**src/rtl/rvh_mmu_pkg.sv**
```systemverilog
// Shared MMU definitions: default field widths for the TLB miss path, the
// access-type encoding carried with each miss, and the flush serialiser states.
package rvh_mmu_pkg;

    localparam int MMU_ASID_WIDTH     = 16;
    localparam int MMU_VPN_WIDTH      = 27;
    localparam int MMU_TRANS_ID_WIDTH = 3;
    localparam int ACCESS_TYPE_WIDTH  = 2;

    typedef enum logic [ACCESS_TYPE_WIDTH-1:0] {
        ACC_FETCH = 2'd0,
        ACC_LOAD  = 2'd1,
        ACC_STORE = 2'd2
    } access_type_e;

    typedef enum logic [1:0] {
        F_IDLE,
        F_DRAIN,
        F_ISSUE,
        F_ACK
    } flush_state_e;

endpackage

```
**src/rtl/rvh_rr_arbiter.sv**
```systemverilog
// N-way one-hot arbiter, fixed priority (index 0 highest) or round robin.
// Ports:
//   clk, rstn   clock, asynchronous active-low reset
//   req_i       per-requester request
//   upd_en_i    grant is being consumed; round-robin pointer may advance
//   gnt_o       one-hot grant (combinational, all zero when no request)
//   gnt_idx_o   binary index of the granted requester
module rvh_rr_arbiter #(
    parameter int N        = 2,
    parameter int ARB_MODE = 0,
    localparam int IDX_W   = (N > 1) ? $clog2(N) : 1
) (
    input  logic             clk,
    input  logic             rstn,
    input  logic [N-1:0]     req_i,
    input  logic             upd_en_i,
    output logic [N-1:0]     gnt_o,
    output logic [IDX_W-1:0] gnt_idx_o
);

    logic [IDX_W-1:0] ptr_q, ptr_d;
    logic             found;
    int               idx;

    // Round robin searches from the slot after the last winner, wrapping.
    // NOTE: every variable written here gets a default first, so no path
    // through the block leaves one unassigned and no latch is inferred.
    always_comb begin
        gnt_o     = '0;
        gnt_idx_o = '0;
        found     = 1'b0;
        idx       = 0;
        for (int off = 0; off < N; off++) begin
            if (ARB_MODE == 0) begin
                idx = off;
            end else begin
                idx = (int'(ptr_q) + 1 + off) % N;
            end
            if (!found && req_i[idx]) begin
                found      = 1'b1;
                gnt_o[idx] = 1'b1;
                gnt_idx_o  = IDX_W'(idx);
            end
        end
    end

    // Pointer moves to the winner only when the grant is actually taken.
    always_comb begin
        ptr_d = ptr_q;
        if (upd_en_i && found) begin
            ptr_d = gnt_idx_o;
        end
    end

    // NOTE: state registers use non-blocking assignments so every flop
    // samples pre-edge values regardless of block evaluation order.
    always_ff @(posedge clk or negedge rstn) begin
        if (!rstn) begin
            ptr_q <= IDX_W'(N - 1);
        end else begin
            ptr_q <= ptr_d;
        end
    end

endmodule

```
**src/rtl/rvh_tlb_miss_arbiter.sv**
```systemverilog
// Arbitrates N TLB channels onto the single PTW miss port and serialises
// TLB flushes behind in-flight walks.
// Ports:
//   clk, rstn               clock, asynchronous active-low reset
//   ch_miss_req_*_i / _o    per-channel miss request (packed, channel i at slice i)
//                           and one-hot combinational accept
//   miss_req_*_o / _rdy_i   registered request to the MMU, channel tag, ready
//   miss_resp_*_i           MMU response valid and channel tag
//   ch_miss_resp_vld_o      one-hot demuxed response valid
//   ch_flush_*_i            per-channel flush request (held until grant) and fields
//   ch_flush_grant_o        one-cycle grant pulse to the flushing channel
//   flush_*_o, flush_grant_i  serialised flush to the MMU and its completion
module rvh_tlb_miss_arbiter
    import rvh_mmu_pkg::*;
#(
    parameter int N_CH            = 2,
    parameter int TRANS_ID_WIDTH  = MMU_TRANS_ID_WIDTH,
    parameter int ASID_WIDTH      = MMU_ASID_WIDTH,
    parameter int VPN_WIDTH       = MMU_VPN_WIDTH,
    parameter int ARB_MODE        = 0,
    parameter int MAX_OUTSTANDING = 2,
    localparam int CH_ID_WIDTH    = (N_CH > 1) ? $clog2(N_CH) : 1
) (
    input  logic                                clk,
    input  logic                                rstn,
    input  logic [N_CH-1:0]                     ch_miss_req_vld_i,
    input  logic [N_CH*TRANS_ID_WIDTH-1:0]      ch_miss_req_trans_id_i,
    input  logic [N_CH*ASID_WIDTH-1:0]          ch_miss_req_asid_i,
    input  logic [N_CH*VPN_WIDTH-1:0]           ch_miss_req_vpn_i,
    input  logic [N_CH*ACCESS_TYPE_WIDTH-1:0]   ch_miss_req_access_type_i,
    output logic [N_CH-1:0]                     ch_miss_req_rdy_o,
    output logic                                miss_req_vld_o,
    output logic [CH_ID_WIDTH-1:0]              miss_req_ch_id_o,
    output logic [TRANS_ID_WIDTH-1:0]           miss_req_trans_id_o,
    output logic [ASID_WIDTH-1:0]               miss_req_asid_o,
    output logic [VPN_WIDTH-1:0]                miss_req_vpn_o,
    output logic [ACCESS_TYPE_WIDTH-1:0]        miss_req_access_type_o,
    input  logic                                miss_req_rdy_i,
    input  logic                                miss_resp_vld_i,
    input  logic [CH_ID_WIDTH-1:0]              miss_resp_ch_id_i,
    output logic [N_CH-1:0]                     ch_miss_resp_vld_o,
    input  logic [N_CH-1:0]                     ch_flush_vld_i,
    input  logic [N_CH-1:0]                     ch_flush_use_asid_i,
    input  logic [N_CH-1:0]                     ch_flush_use_vpn_i,
    input  logic [N_CH*ASID_WIDTH-1:0]          ch_flush_asid_i,
    input  logic [N_CH*VPN_WIDTH-1:0]           ch_flush_vpn_i,
    output logic [N_CH-1:0]                     ch_flush_grant_o,
    output logic                                flush_vld_o,
    output logic                                flush_use_asid_o,
    output logic                                flush_use_vpn_o,
    output logic [ASID_WIDTH-1:0]               flush_asid_o,
    output logic [VPN_WIDTH-1:0]                flush_vpn_o,
    input  logic                                flush_grant_i
);

    localparam int AT_W  = ACCESS_TYPE_WIDTH;
    localparam int CNT_W = $clog2(MAX_OUTSTANDING + 1);

    logic [N_CH-1:0]           arb_gnt;
    logic [CH_ID_WIDTH-1:0]    arb_idx;
    logic                      accept_en, accept, resp_dec;

    logic                      req_vld_q, req_vld_d;
    logic [CH_ID_WIDTH-1:0]    req_ch_q, req_ch_d;
    logic [TRANS_ID_WIDTH-1:0] req_tid_q, req_tid_d;
    logic [ASID_WIDTH-1:0]     req_asid_q, req_asid_d;
    logic [VPN_WIDTH-1:0]      req_vpn_q, req_vpn_d;
    logic [AT_W-1:0]           req_at_q, req_at_d;
    logic [CNT_W-1:0]          cnt_q, cnt_d;

    flush_state_e              fstate_q, fstate_d;
    logic [CH_ID_WIDTH-1:0]    fch_q, fch_d;
    logic                      fuse_asid_q, fuse_asid_d;
    logic                      fuse_vpn_q, fuse_vpn_d;
    logic [ASID_WIDTH-1:0]     fasid_q, fasid_d;
    logic [VPN_WIDTH-1:0]      fvpn_q, fvpn_d;

    rvh_rr_arbiter #(
        .N        (N_CH),
        .ARB_MODE (ARB_MODE)
    ) u_arb (
        .clk       (clk),
        .rstn      (rstn),
        .req_i     (ch_miss_req_vld_i),
        .upd_en_i  (accept_en),
        .gnt_o     (arb_gnt),
        .gnt_idx_o (arb_idx)
    );

    // Any pending flush blocks new misses, and the cap uses the registered count.
    always_comb begin
        accept_en = (fstate_q == F_IDLE) && !(|ch_flush_vld_i)
                 && (cnt_q < CNT_W'(MAX_OUTSTANDING))
                 && (!req_vld_q || miss_req_rdy_i);
        accept            = accept_en && (|ch_miss_req_vld_i);
        ch_miss_req_rdy_o = arb_gnt & {N_CH{accept_en}};
    end

    always_comb begin
        req_vld_d  = req_vld_q;
        req_ch_d   = req_ch_q;
        req_tid_d  = req_tid_q;
        req_asid_d = req_asid_q;
        req_vpn_d  = req_vpn_q;
        req_at_d   = req_at_q;
        if (accept) begin
            req_vld_d = 1'b1;
            req_ch_d  = arb_idx;
            for (int i = 0; i < N_CH; i++) begin
                if (arb_gnt[i]) begin
                    req_tid_d  = ch_miss_req_trans_id_i[i*TRANS_ID_WIDTH +: TRANS_ID_WIDTH];
                    req_asid_d = ch_miss_req_asid_i[i*ASID_WIDTH +: ASID_WIDTH];
                    req_vpn_d  = ch_miss_req_vpn_i[i*VPN_WIDTH +: VPN_WIDTH];
                    req_at_d   = ch_miss_req_access_type_i[i*AT_W +: AT_W];
                end
            end
        end else if (miss_req_rdy_i) begin
            req_vld_d = 1'b0;
        end
    end

    // A response arriving with nothing outstanding (e.g. after reset) is
    // ignored by the counter so it cannot wrap below zero.
    always_comb begin
        resp_dec = miss_resp_vld_i && (cnt_q != '0);
        cnt_d    = cnt_q;
        if (accept && !resp_dec) begin
            cnt_d = cnt_q + CNT_W'(1);
        end else if (!accept && resp_dec) begin
            cnt_d = cnt_q - CNT_W'(1);
        end
    end

    // Out-of-range tags match no channel and are dropped here.
    always_comb begin
        ch_miss_resp_vld_o = '0;
        for (int k = 0; k < N_CH; k++) begin
            ch_miss_resp_vld_o[k] = miss_resp_vld_i && (miss_resp_ch_id_i == CH_ID_WIDTH'(k));
        end
    end

    always_comb begin
        fstate_d         = fstate_q;
        fch_d            = fch_q;
        fuse_asid_d      = fuse_asid_q;
        fuse_vpn_d       = fuse_vpn_q;
        fasid_d          = fasid_q;
        fvpn_d           = fvpn_q;
        flush_vld_o      = 1'b0;
        ch_flush_grant_o = '0;
        case (fstate_q)
            F_IDLE: begin
                if (|ch_flush_vld_i) begin
                    // Descending scan so the lowest requesting index is latched last.
                    for (int i = N_CH - 1; i >= 0; i--) begin
                        if (ch_flush_vld_i[i]) begin
                            fch_d       = CH_ID_WIDTH'(i);
                            fuse_asid_d = ch_flush_use_asid_i[i];
                            fuse_vpn_d  = ch_flush_use_vpn_i[i];
                            fasid_d     = ch_flush_asid_i[i*ASID_WIDTH +: ASID_WIDTH];
                            fvpn_d      = ch_flush_vpn_i[i*VPN_WIDTH +: VPN_WIDTH];
                        end
                    end
                    fstate_d = F_DRAIN;
                end
            end
            F_DRAIN: begin
                // Looking at the next count lets the flush issue the cycle
                // after the last outstanding response.
                if ((cnt_d == '0) && !req_vld_q) begin
                    fstate_d = F_ISSUE;
                end
            end
            F_ISSUE: begin
                flush_vld_o = 1'b1;
                if (flush_grant_i) begin
                    fstate_d = F_ACK;
                end
            end
            F_ACK: begin
                for (int k = 0; k < N_CH; k++) begin
                    ch_flush_grant_o[k] = (fch_q == CH_ID_WIDTH'(k));
                end
                fstate_d = F_IDLE;
            end
            default: fstate_d = F_IDLE;
        endcase
    end

    // NOTE: the payload and latched flush fields are ordinary flops, so they
    // are reset with the control state and every output reads zero out of reset.
    always_ff @(posedge clk or negedge rstn) begin
        if (!rstn) begin
            req_vld_q   <= 1'b0;
            req_ch_q    <= '0;
            req_tid_q   <= '0;
            req_asid_q  <= '0;
            req_vpn_q   <= '0;
            req_at_q    <= '0;
            cnt_q       <= '0;
            fstate_q    <= F_IDLE;
            fch_q       <= '0;
            fuse_asid_q <= 1'b0;
            fuse_vpn_q  <= 1'b0;
            fasid_q     <= '0;
            fvpn_q      <= '0;
        end else begin
            req_vld_q   <= req_vld_d;
            req_ch_q    <= req_ch_d;
            req_tid_q   <= req_tid_d;
            req_asid_q  <= req_asid_d;
            req_vpn_q   <= req_vpn_d;
            req_at_q    <= req_at_d;
            cnt_q       <= cnt_d;
            fstate_q    <= fstate_d;
            fch_q       <= fch_d;
            fuse_asid_q <= fuse_asid_d;
            fuse_vpn_q  <= fuse_vpn_d;
            fasid_q     <= fasid_d;
            fvpn_q      <= fvpn_d;
        end
    end

    assign miss_req_vld_o         = req_vld_q;
    assign miss_req_ch_id_o       = req_ch_q;
    assign miss_req_trans_id_o    = req_tid_q;
    assign miss_req_asid_o        = req_asid_q;
    assign miss_req_vpn_o         = req_vpn_q;
    assign miss_req_access_type_o = req_at_q;
    assign flush_use_asid_o       = fuse_asid_q;
    assign flush_use_vpn_o        = fuse_vpn_q;
    assign flush_asid_o           = fasid_q;
    assign flush_vpn_o            = fvpn_q;

endmodule

```
**config.mk**
```make
export PLATFORM = sky130hd
export DESIGN_NAME = rvh_tlb_miss_arbiter
export DESIGN_NICKNAME = d
export VERILOG_FILES = /design/src/rtl/rvh_mmu_pkg.sv /design/src/rtl/rvh_rr_arbiter.sv /design/src/rtl/rvh_tlb_miss_arbiter.sv
export SDC_FILE = /design/constraint.sdc
export NUM_CORES = 1
export LEC_CHECK = 0
export CORE_AREA = 2 2 116 118
export CTS_BUF_LIST = sky130_fd_sc_hd__clkbuf_16
export CTS_CLUSTER_SIZE = 24
export DETAILED_ROUTE_END_ITERATION = 12
export DIE_AREA = 0 0 118 120
export GPL_TIMING_DRIVEN = 0
export PLACE_DENSITY = 0.82
export SLEW_MARGIN = 30
export SYNTH_ARGS = -nofsm -noshare
export SYNTH_HDL_FRONTEND = slang
export SYNTH_SLANG_ARGS = --single-unit
```
**constraint.sdc**
```tcl
create_clock -name clk -period 2.9 [get_ports clk]
set_input_delay 0.58 -clock clk [delete_from_list [all_inputs] [get_ports clk]]
set_output_delay 0.58 -clock clk [all_outputs]
set_load 0.05 [all_outputs]
```
Yosys cells after proc, flatten, opt, wreduce, memory -nomap -nowiden:

Cells that the tools add are included.

* muxes and demuxes: 32
* order comparisons: 1
* reductions and logical operators: 28
* equal/unequal tests: 6
* bitwise gates (word level): 3
* add/sub/neg operators: 2

Operator list (count)
* $mux W27: 4
* $mux W16: 4
* $mux W2: 9
* $mux W1: 12
* $logic_and A1 B1 Y1: 11
* $pmux W2 S4: 1
* $reduce_bool A2 Y1: 4
* $mux W3: 2
* $reduce_and A3 Y1: 2
* $logic_not A1 Y1: 5
* $eq A2 B2 Y1 const B: 2
* $logic_not A2 Y1: 2
* $ne A2 B2 Y1 const B: 2
* $reduce_or A2 Y1: 2
* $add A2 B1 Y2 const B: 1
* $and A2 B2 Y2: 1
* $eq A2 B1 Y1 const B: 1
* $lt A2 B2 Y1 const B: 1
* $ne A2 B1 Y1 const B: 1
* $not A1 Y1: 2
* $reduce_and A2 Y1: 1
* $sub A2 B1 Y2 const B: 1
* $logic_or A1 B1 Y1: 1

* flip-flop bits (word level): 100
* bits of input ports: 196
* logic and storage cells: 85

Logic depth before layout (Yosys ltp):

Gate-level depths: netlist (run 1).

* depth after elaboration: 14
* depth in mapped cells: 8
* gate-level depth less buffers: 6

Modules after synthesis:

A second synthesis (run 1) with hierarchy kept.

* cells, all modules: 460
* area, all modules: 4774.6 µm²

Modules (own cells, without submodules)
* rvh_tlb_miss_arbiter: area each 4745.8 µm², times used 1, cells each 457
* rvh_rr_arbiter: area each 28.8 µm², times used 1, cells each 3

Worst setup path before layout (run 1):

OpenSTA, ideal clock, no wires.

* path kind: register to output
* start point: register fstate_q[0]
* end point: output port ch_miss_req_rdy_o[1]
* data arrival time: 2.763 ns
* cell stages (with the launch flop): 5
* buffers on the path: 0
* slack: -0.443 ns
* data required time: 2.320 ns
* cells stage by stage: dfrtp_1 inv_1 ha_1 or3b_1 nor4b_1

* longest elaborated chain between the ends: 5

Ends and longest elaborated chain
* start: declaration: RTL line rvh_tlb_miss_arbiter.sv:71 `flush_state_e fstate_q, fstate_d;`
* start signal: assignment: RTL line rvh_tlb_miss_arbiter.sv:215 `fstate_q <= fstate_d;`
* $logic_not A2 Y1: RTL line rvh_tlb_miss_arbiter.sv:92 `accept_en = (fstate_q == F_IDLE) && !(|ch_flush_vld_i)`
* $logic_and A1 B1 Y1: RTL line rvh_tlb_miss_arbiter.sv:92
* $logic_and A1 B1 Y1: RTL line rvh_tlb_miss_arbiter.sv:93 `&& (cnt_q < CNT_W'(MAX_OUTSTANDING))`
* $logic_and A1 B1 Y1: RTL line rvh_tlb_miss_arbiter.sv:94 `&& (!req_vld_q || miss_req_rdy_i);`
* $and A2 B2 Y2: RTL line rvh_tlb_miss_arbiter.sv:96 `ch_miss_req_rdy_o = arb_gnt & {N_CH{accept_en}};`
* end: declaration: RTL line rvh_tlb_miss_arbiter.sv:31 `output logic [N_CH-1:0] ch_miss_req_rdy_o,`

Every way passes these cells.

Final worst setup path (run 1):

* start point: input port ch_flush_vld_i[0]
* end point: output port ch_miss_req_rdy_o[0]

* longest elaborated chain between the ends: 6

Ends and longest elaborated chain
* start: declaration: RTL line rvh_tlb_miss_arbiter.sv:42 `input logic [N_CH-1:0] ch_flush_vld_i,`
* $reduce_or A2 Y1: RTL line rvh_tlb_miss_arbiter.sv:92
* $logic_not A1 Y1: RTL line rvh_tlb_miss_arbiter.sv:92
* $logic_and A1 B1 Y1: RTL line rvh_tlb_miss_arbiter.sv:92
* $logic_and A1 B1 Y1: RTL line rvh_tlb_miss_arbiter.sv:93
* $logic_and A1 B1 Y1: RTL line rvh_tlb_miss_arbiter.sv:94
* $and A2 B2 Y2: RTL line rvh_tlb_miss_arbiter.sv:96

Every way passes these cells.

==> key figures, run 1 <==
Synthesis
  – Area contributors post-synth: dfrtp_1 51%, mux2i_1 19%, a21oi_2 6.3%
  – Ys Warns: 0
  – #FFs+latches synth: 100
  – Post-synth top area cell: dfrtp_1
  – Cells after synthesis: 454
  – Syn Area/Cell: 10.75 µm²
  – Sequential element share of the synthesized area: 51.26%
  – Top cell type's share of synthesized area: 51.26%
  – Count of cell types in the netlist: 28
  – Synth Net Count: 656
  – Cell area after synthesis: 0.004882 mm²

Worst setup path
  – CP Launch Type: primary input
  – Crit path required time: 2320 ps
  – Worst reg2reg path depth: 6
  – Crit. End Element: output pin
  – FF-to-FF Start: cnt_q[1]
  – Data arrival, critical path: 2210 ps
  – Setup Crit Path Kind: in2out
  – Reg2reg end: fstate_q[1]
  – Crit path max fanout: 4
  – R2r setup slk: 770 ps

STA
  – RSZ-0062 raised after global routing: no
  – Slew Limit Fails: 0
  – FMAX: 358.3 MHz
  – Final worst path period share: 96.23%
  – Final setup fails: 0
  – Worst slew pin tran: 595.9 ps
  – Hold Vio Cnt, Final: 0
  – Tmin final: 2791 ps
  – Max_slew headroom: 60.27%
  – Hold Worst Slack: 166.0 ps
  – Layout Skew: 6.484 ps

Drt
  – Vias: 4562
  – Routed wire length: 15970 µm
  – Router iterations before antenna repair: 4
  – Routed Antenna Nets: 0
  – DRT iter0 DRCs: 148
  – Via-to-Cell Ratio: 4.833
  – Detailed-route DRC error count: 0
  – Avg WL per Cell: 16.92 µm

Clocking
  – Hold buffer count at CTS: 0
  – Clock Latency Late Sink: 330 ps
  – Post-CTS setup buffers: 0
  – Worst-path clk slew: 70 ps
  – Root buf cell: clkbuf_16
  – CTS tree: yes
  – Number of H-tree levels: 3
  – Clock Path Buffers: 2
  – CTS buffer count: 9
  – CTS sink count: 100

Final layout
  – Diodes inserted: 0
  – Commonest non-fill, non-tap cell in the layout: clkdlybuf4s50_1
  – Layout cells sized above 1: 10.55%
  – Fin nets: 965
  – Filler instances: 1042
  – Most frequent cells in the layout: 294 x clkdlybuf4s50_1, 100 x dfrtp_1, 94 x mux2i_1
  – Reg area: 0.002502 mm²
  – Final design utilization: 64.99%
  – Multi-input gate area: 0.002185 mm²
  – P&R area growth vs syn: 72.78%

Floorplanning
  – Die Span X: 118 µm
  – Die ar.: 0.01416 mm²
  – Num ports: 298
  – Starting density of the core: 37.61%
  – Row cnt: 42
  – Core ar.: 0.01298 mm²
  – DIE HEIGHT: 120 µm

Global routing
  – Initial antenna violation count: 0
  – Vias in the first global route: 4897
  – Global route total overflow: 0
  – Total global routing track utilization: 22.34%
  – Largest net degree at the start of global routing: 56
  – First-pass GRT wire length: 24950 µm

Power and ir drop
  – Total power: 9.283 mW
  – Peak supply drop: 0.5511 mV
  – Pwr Density: 1100 mW/mm²
  – Leakage dissipation: 3.578 nW

Hold path
  – Hold crit path type: in2async

Job
  – # Max-Cap Violations: 0

Outcome
  – Status: finished, final reports clean

Placement
  – HPWL after DPL: 12950 µm
  – PortBufs: 297
  – Routability cong.: 0.7597
metrics by stage:
stage	instances	instance area (µm²)	TNS (ps)	worst slack [ps]
after floorplan	454	4895	0	263.4
after global placement	927	8088	-237040	-2371
after detailed placement	928	8117	-833.2	-480.4
after CTS	944	8429	0	31.95
after global routing	944	8436	0	22.89
final	944	8436	0	109.3
cells by family (layout without fill, tap and decap cells):
logic type	count (synthesis)	count (layout)	synth area share (%)
AND/OR/NAND/NOR	113	113	9.713
AO/OA/AOI/OAI	100	100	13.15
flip-flops	100	100	51.26
multiplexers	96	96	19.73
buffers and inverters	37	351	4.254
adder cells (fa/ha/maj)	6	6	1.538
XOR/XNOR	2	2	0.3589
cell usage after synthesis:
cell	count
o22ai_1	1
inv_1	5
mux2_2	2
nor2_1	53
clkbuf_1	11
xnor2_1	2
nor2b_1	5
buf_4	7
o21ai_0	46
and2b_1	1
o21bai_1	1
nor4_2	1
a21oi_2	35
mux2i_1	94
buf_6	4
a41oi_1	1
a21oi_1	14
buf_2	10
ha_1	6
and2_1	2
nand2_1	46
or2_2	1
nand2b_1	1
or3b_1	1
a211oi_1	1
nor4b_1	2
o21ai_1	1
dfrtp_1	100
power breakdown:
group | total (mW) | internal, mW | switching (mW)
Clock | 1.27 | 0.755 | 0.516
Sequential | 2.48 | 2.09 | 0.391
Combinational | 5.53 | 1.90 | 3.63
layout make-up:
class	instances	area share, %
well taps	176	2.610
plain buffers	32	2.284
clock inverters	7	1.083
clock buffers	9	2.670
multi-input cells	317	25.90
flip-flops and latches	100	29.66
inverters	5	0.2225
repair buffers	298	35.57
worst max-delay path by stage:
stage,from,to,slack (ps)
global route,ch_miss_req_vld_i[1],ch_miss_req_rdy_o[1],20
CTS,ch_miss_req_vld_i[1],ch_miss_req_rdy_o[1],30
global placement,rstn,miss_req_vpn_o[13],-2370
floorplan,fstate_q[0],ch_miss_req_rdy_o[1],260
detailed placement,ch_miss_req_vld_i[1],ch_miss_req_rdy_o[1],-480
finish,ch_flush_vld_i[0],ch_miss_req_rdy_o[0],110
worst max-delay path: stages:
cell             delay, ps
clkdlybuf4s50_1        460
or3b_1                 490
nor4b_2                260
clkdlybuf4s15_2        420
routing by layer:
layer | up-vias | wire length [µm] | share of wire, % | track usage (%)
li1 | 2171 | - | - | -
met1 | 2168 | 5907 | 37 | 24.08
met2 | 206 | 8556 | 54 | 42.51
met3 | 17 | 1303 | 8.2 | 6.321
met4 | 0 | 204 | 1.3 | 6.175
met5 | - | 0 | 0 | 0
flip-flops by register name, summed over array words and instances, names as in the netlist:
signal and cells:
miss_req_asid_o 16, flush_asid_o 16, flush_use_asid_o 1, miss_req_trans_id_o 3, miss_req_ch_id_o 1, miss_req_access_type_o 2
flush_vpn_o 27, fch_q 1, miss_req_vpn_o 27, flush_use_vpn_o 1, miss_req_vld_o 1, fstate_q 2
cnt_q 2
what timing repair did:
| item | 4_1_cts | 5_1_grt |
|---|---|---|
| endpoints found under the hold margin | 0 | 0 |
| setup endpoints to repair | 2 | 1 |
| resized for setup | 10 | 3 |
Power figures use the tool's default switching activity.
==> inputs of run 2 (changes only) <==
--- a/config.mk
+++ b/config.mk
@@ -12,6 +12,7 @@
 export DIE_AREA = 0 0 118 120
 export GPL_TIMING_DRIVEN = 0
 export PLACE_DENSITY = 0.82
+export SETUP_SLACK_MARGIN = 0.4
 export SLEW_MARGIN = 30
 export SYNTH_ARGS = -nofsm -noshare
 export SYNTH_HDL_FRONTEND = slang
==> constraint.sdc (replaced) <==
create_clock -name clk -period 3.45 [get_ports clk]
set_input_delay 0.69 -clock clk [delete_from_list [all_inputs] [get_ports clk]]
set_output_delay 0.69 -clock clk [all_outputs]
set_load 0.05 [all_outputs]
==> run 2 against run 1 <==
  * Power decreased by 16%
  * Die area unchanged
  * Largest power group unchanged
  * Combinational power decreased by 16%
  * First-iteration DRC count decreased by 3.4%
  * Critical path depth increased by 2
  * Core utilization about the same
  * Flip-flop and latch count unchanged
  * Count of clock-buffer cells in the layout unchanged
  * Clock skew about the same
  * Highest routed layer unchanged
  * Hold slack improved by 110 ps
  * Via count about the same
==> key figures, run 2 (same netlist as run 1, synthesis figures left out) <==
Floorplanning
  – Core ar.: 0.01298 mm²
  – DIE HEIGHT: 120 µm
  – Die ar.: 0.01416 mm²
  – Starting density of the core: 37.61%
  – Num ports: 298
  – Die Span X: 118 µm
  – Row cnt: 42

Global routing
  – Total global routing track utilization: 22.34%
  – Global route total overflow: 0
  – Vias in the first global route: 4897
  – Largest net degree at the start of global routing: 56
  – Initial antenna violation count: 0
  – First-pass GRT wire length: 24950 µm

Final layout
  – Commonest non-fill, non-tap cell in the layout: clkdlybuf4s50_1
  – Layout cells sized above 1: 10.55%
  – Post-route cell area: 0.008438 mm²
  – P&R area growth vs syn: 72.83%
  – Most frequent cells in the layout: 294 x clkdlybuf4s50_1, 100 x dfrtp_1, 94 x mux2i_1
  – Reg area: 0.002502 mm²
  – Filler instances: 1043
  – Diodes inserted: 0
  – Multi-input gate area: 0.002193 mm²
  – Fin nets: 965

Clocking
  – Clock Latency Late Sink: 330 ps
  – Number of H-tree levels: 3
  – Hold buffer count at CTS: 0
  – CTS sink count: 100
  – CTS tree: yes
  – Worst-path clk slew: 70 ps
  – Clock Path Buffers: 2
  – Root buf cell: clkbuf_16
  – CTS buffer count: 9

STA
  – Final worst path period share: 85.72%
  – Final setup fails: 0
  – RSZ-0062 raised after global routing: no
  – Tmin final: 2957 ps
  – Final setup margin: 492.6 ps
  – Hold Vio Cnt, Final: 0
  – Hold Worst Slack: 276.3 ps
  – Slew Limit Fails: 0
  – Max_slew headroom: 61.11%
  – Layout Skew: 6.624 ps
  – FMAX: 338.1 MHz
  – Worst slew pin tran: 581.6 ps

Drt
  – Routed Antenna Nets: 0
  – Via-to-Cell Ratio: 4.834
  – Routed wire length: 15990 µm
  – Avg WL per Cell: 16.94 µm
  – Router iterations before antenna repair: 4
  – Vias: 4563
  – DRT iter0 DRCs: 143
  – Detailed-route DRC error count: 0

Job
  – # Max-Cap Violations: 0

Worst setup path
  – Setup Crit Path Kind: in2out
  – Crit. End Element: output pin
  – Data arrival, critical path: 2270 ps
  – Crit path required time: 2760 ps
  – CP Launch Type: primary input
  – Crit path max fanout: 10

Power and ir drop
  – Sw Ratio: 48.92%
  – Clock network power share: 13.7%
  – Sw power: 3.820 mW
  – Comb pwr share: 59.6%
  – Total power: 7.808 mW
  – Leakage dissipation: 3.582 nW
  – Pwr Density: 925.3 mW/mm²
  – P_int: 3.988 mW
  – Peak supply drop: 0.4633 mV
  – Flop pwr share: 26.7%

Placement
  – Routability cong.: 0.7597
  – Place WS: -150.4 ps
  – HPWL after DPL: 12950 µm
  – PortBufs: 297
  – Placed cell areas: 0.008117 mm²

Outcome
  – Status: finished, final reports clean

Hold path
  – Hold crit path type: in2async
run 2: cell types whose count changed in the layout (fill, tap and decap cells not counted):
cell,delta
nor4b_2,-1
nor4b_4,+1
buf_2,+1
clkdlybuf4s15_2,-1
run 2: worst max-delay path, stage by stage:
cell             delay [ps]
clkdlybuf4s50_1         480
nor2b_1                 130
clkbuf_1                220
buf_6                   220
nor4b_4                 270
buf_4                   250
run 2: stage by stage:
stage / util, % / setup TNS, ps / instances
after floorplan: - / 0 / 454
after global placement: 62.31 / -192400 / 927
after detailed placement: 62.53 / -173.2 / 928
after CTS: 64.94 / 0 / 944
after global routing: 65.01 / 0 / 944
final: 65.01 / 0 / 944
run 2: power groups by stage:
stage	Clock [mW]	Combinational [mW]	Sequential, mW
floorplan	0	1.02	3.98
global placement	0	4.57	2.07
detailed placement	0	4.68	2.11
CTS	1.09	4.69	2.08
global route	1.14	4.89	2.15
finish	1.07	4.65	2.09
run 2: timing repair:
| item | 4_1_cts | 5_1_grt |
|---|---|---|
| buffers inserted | 0 | 0 |
| pin swaps | 0 | 0 |
| endpoints found under the setup margin | 2 | 2 |
| gates resized for setup | 10 | 6 |
run 2: worst paths after layout:
check / end / slack [ps] / cells past startpoint / start
setup / recovery: ch_miss_req_rdy_o[1] / 490 / 6 / ch_miss_req_vld_i[1]
hold / removal: flush_vpn_o[2] / 280 / 1 / rstn
setup reg to reg: fstate_q[1] / 1280 / 6 / cnt_q[1]
hold reg to reg: flush_vpn_o[22] / 480 / 2 / flush_vpn_o[22]
max in group asynchronous: miss_req_vpn_o[2] / 2540 / 2 / rstn
min in group clk: flush_vpn_o[22] / 480 / 2 / flush_vpn_o[22]
run 2: cell type report:
cell class | count | share of cell area, %
timing repair buffer | 298 | 35.48
clock inverter | 7 | 1.082
buffer | 32 | 2.284
inverter | 5 | 0.2224
sequential | 100 | 29.66
multi-input combinational | 317 | 25.99
tap | 176 | 2.610
clock buffer | 9 | 2.669
run 2: metal layers:
layer / global-route usage [%] / routed length (µm)
met5: 0 / 0
met4: 6.175 / 216
met3: 6.321 / 1284
met2: 42.51 / 8585
met1: 24.08 / 5904
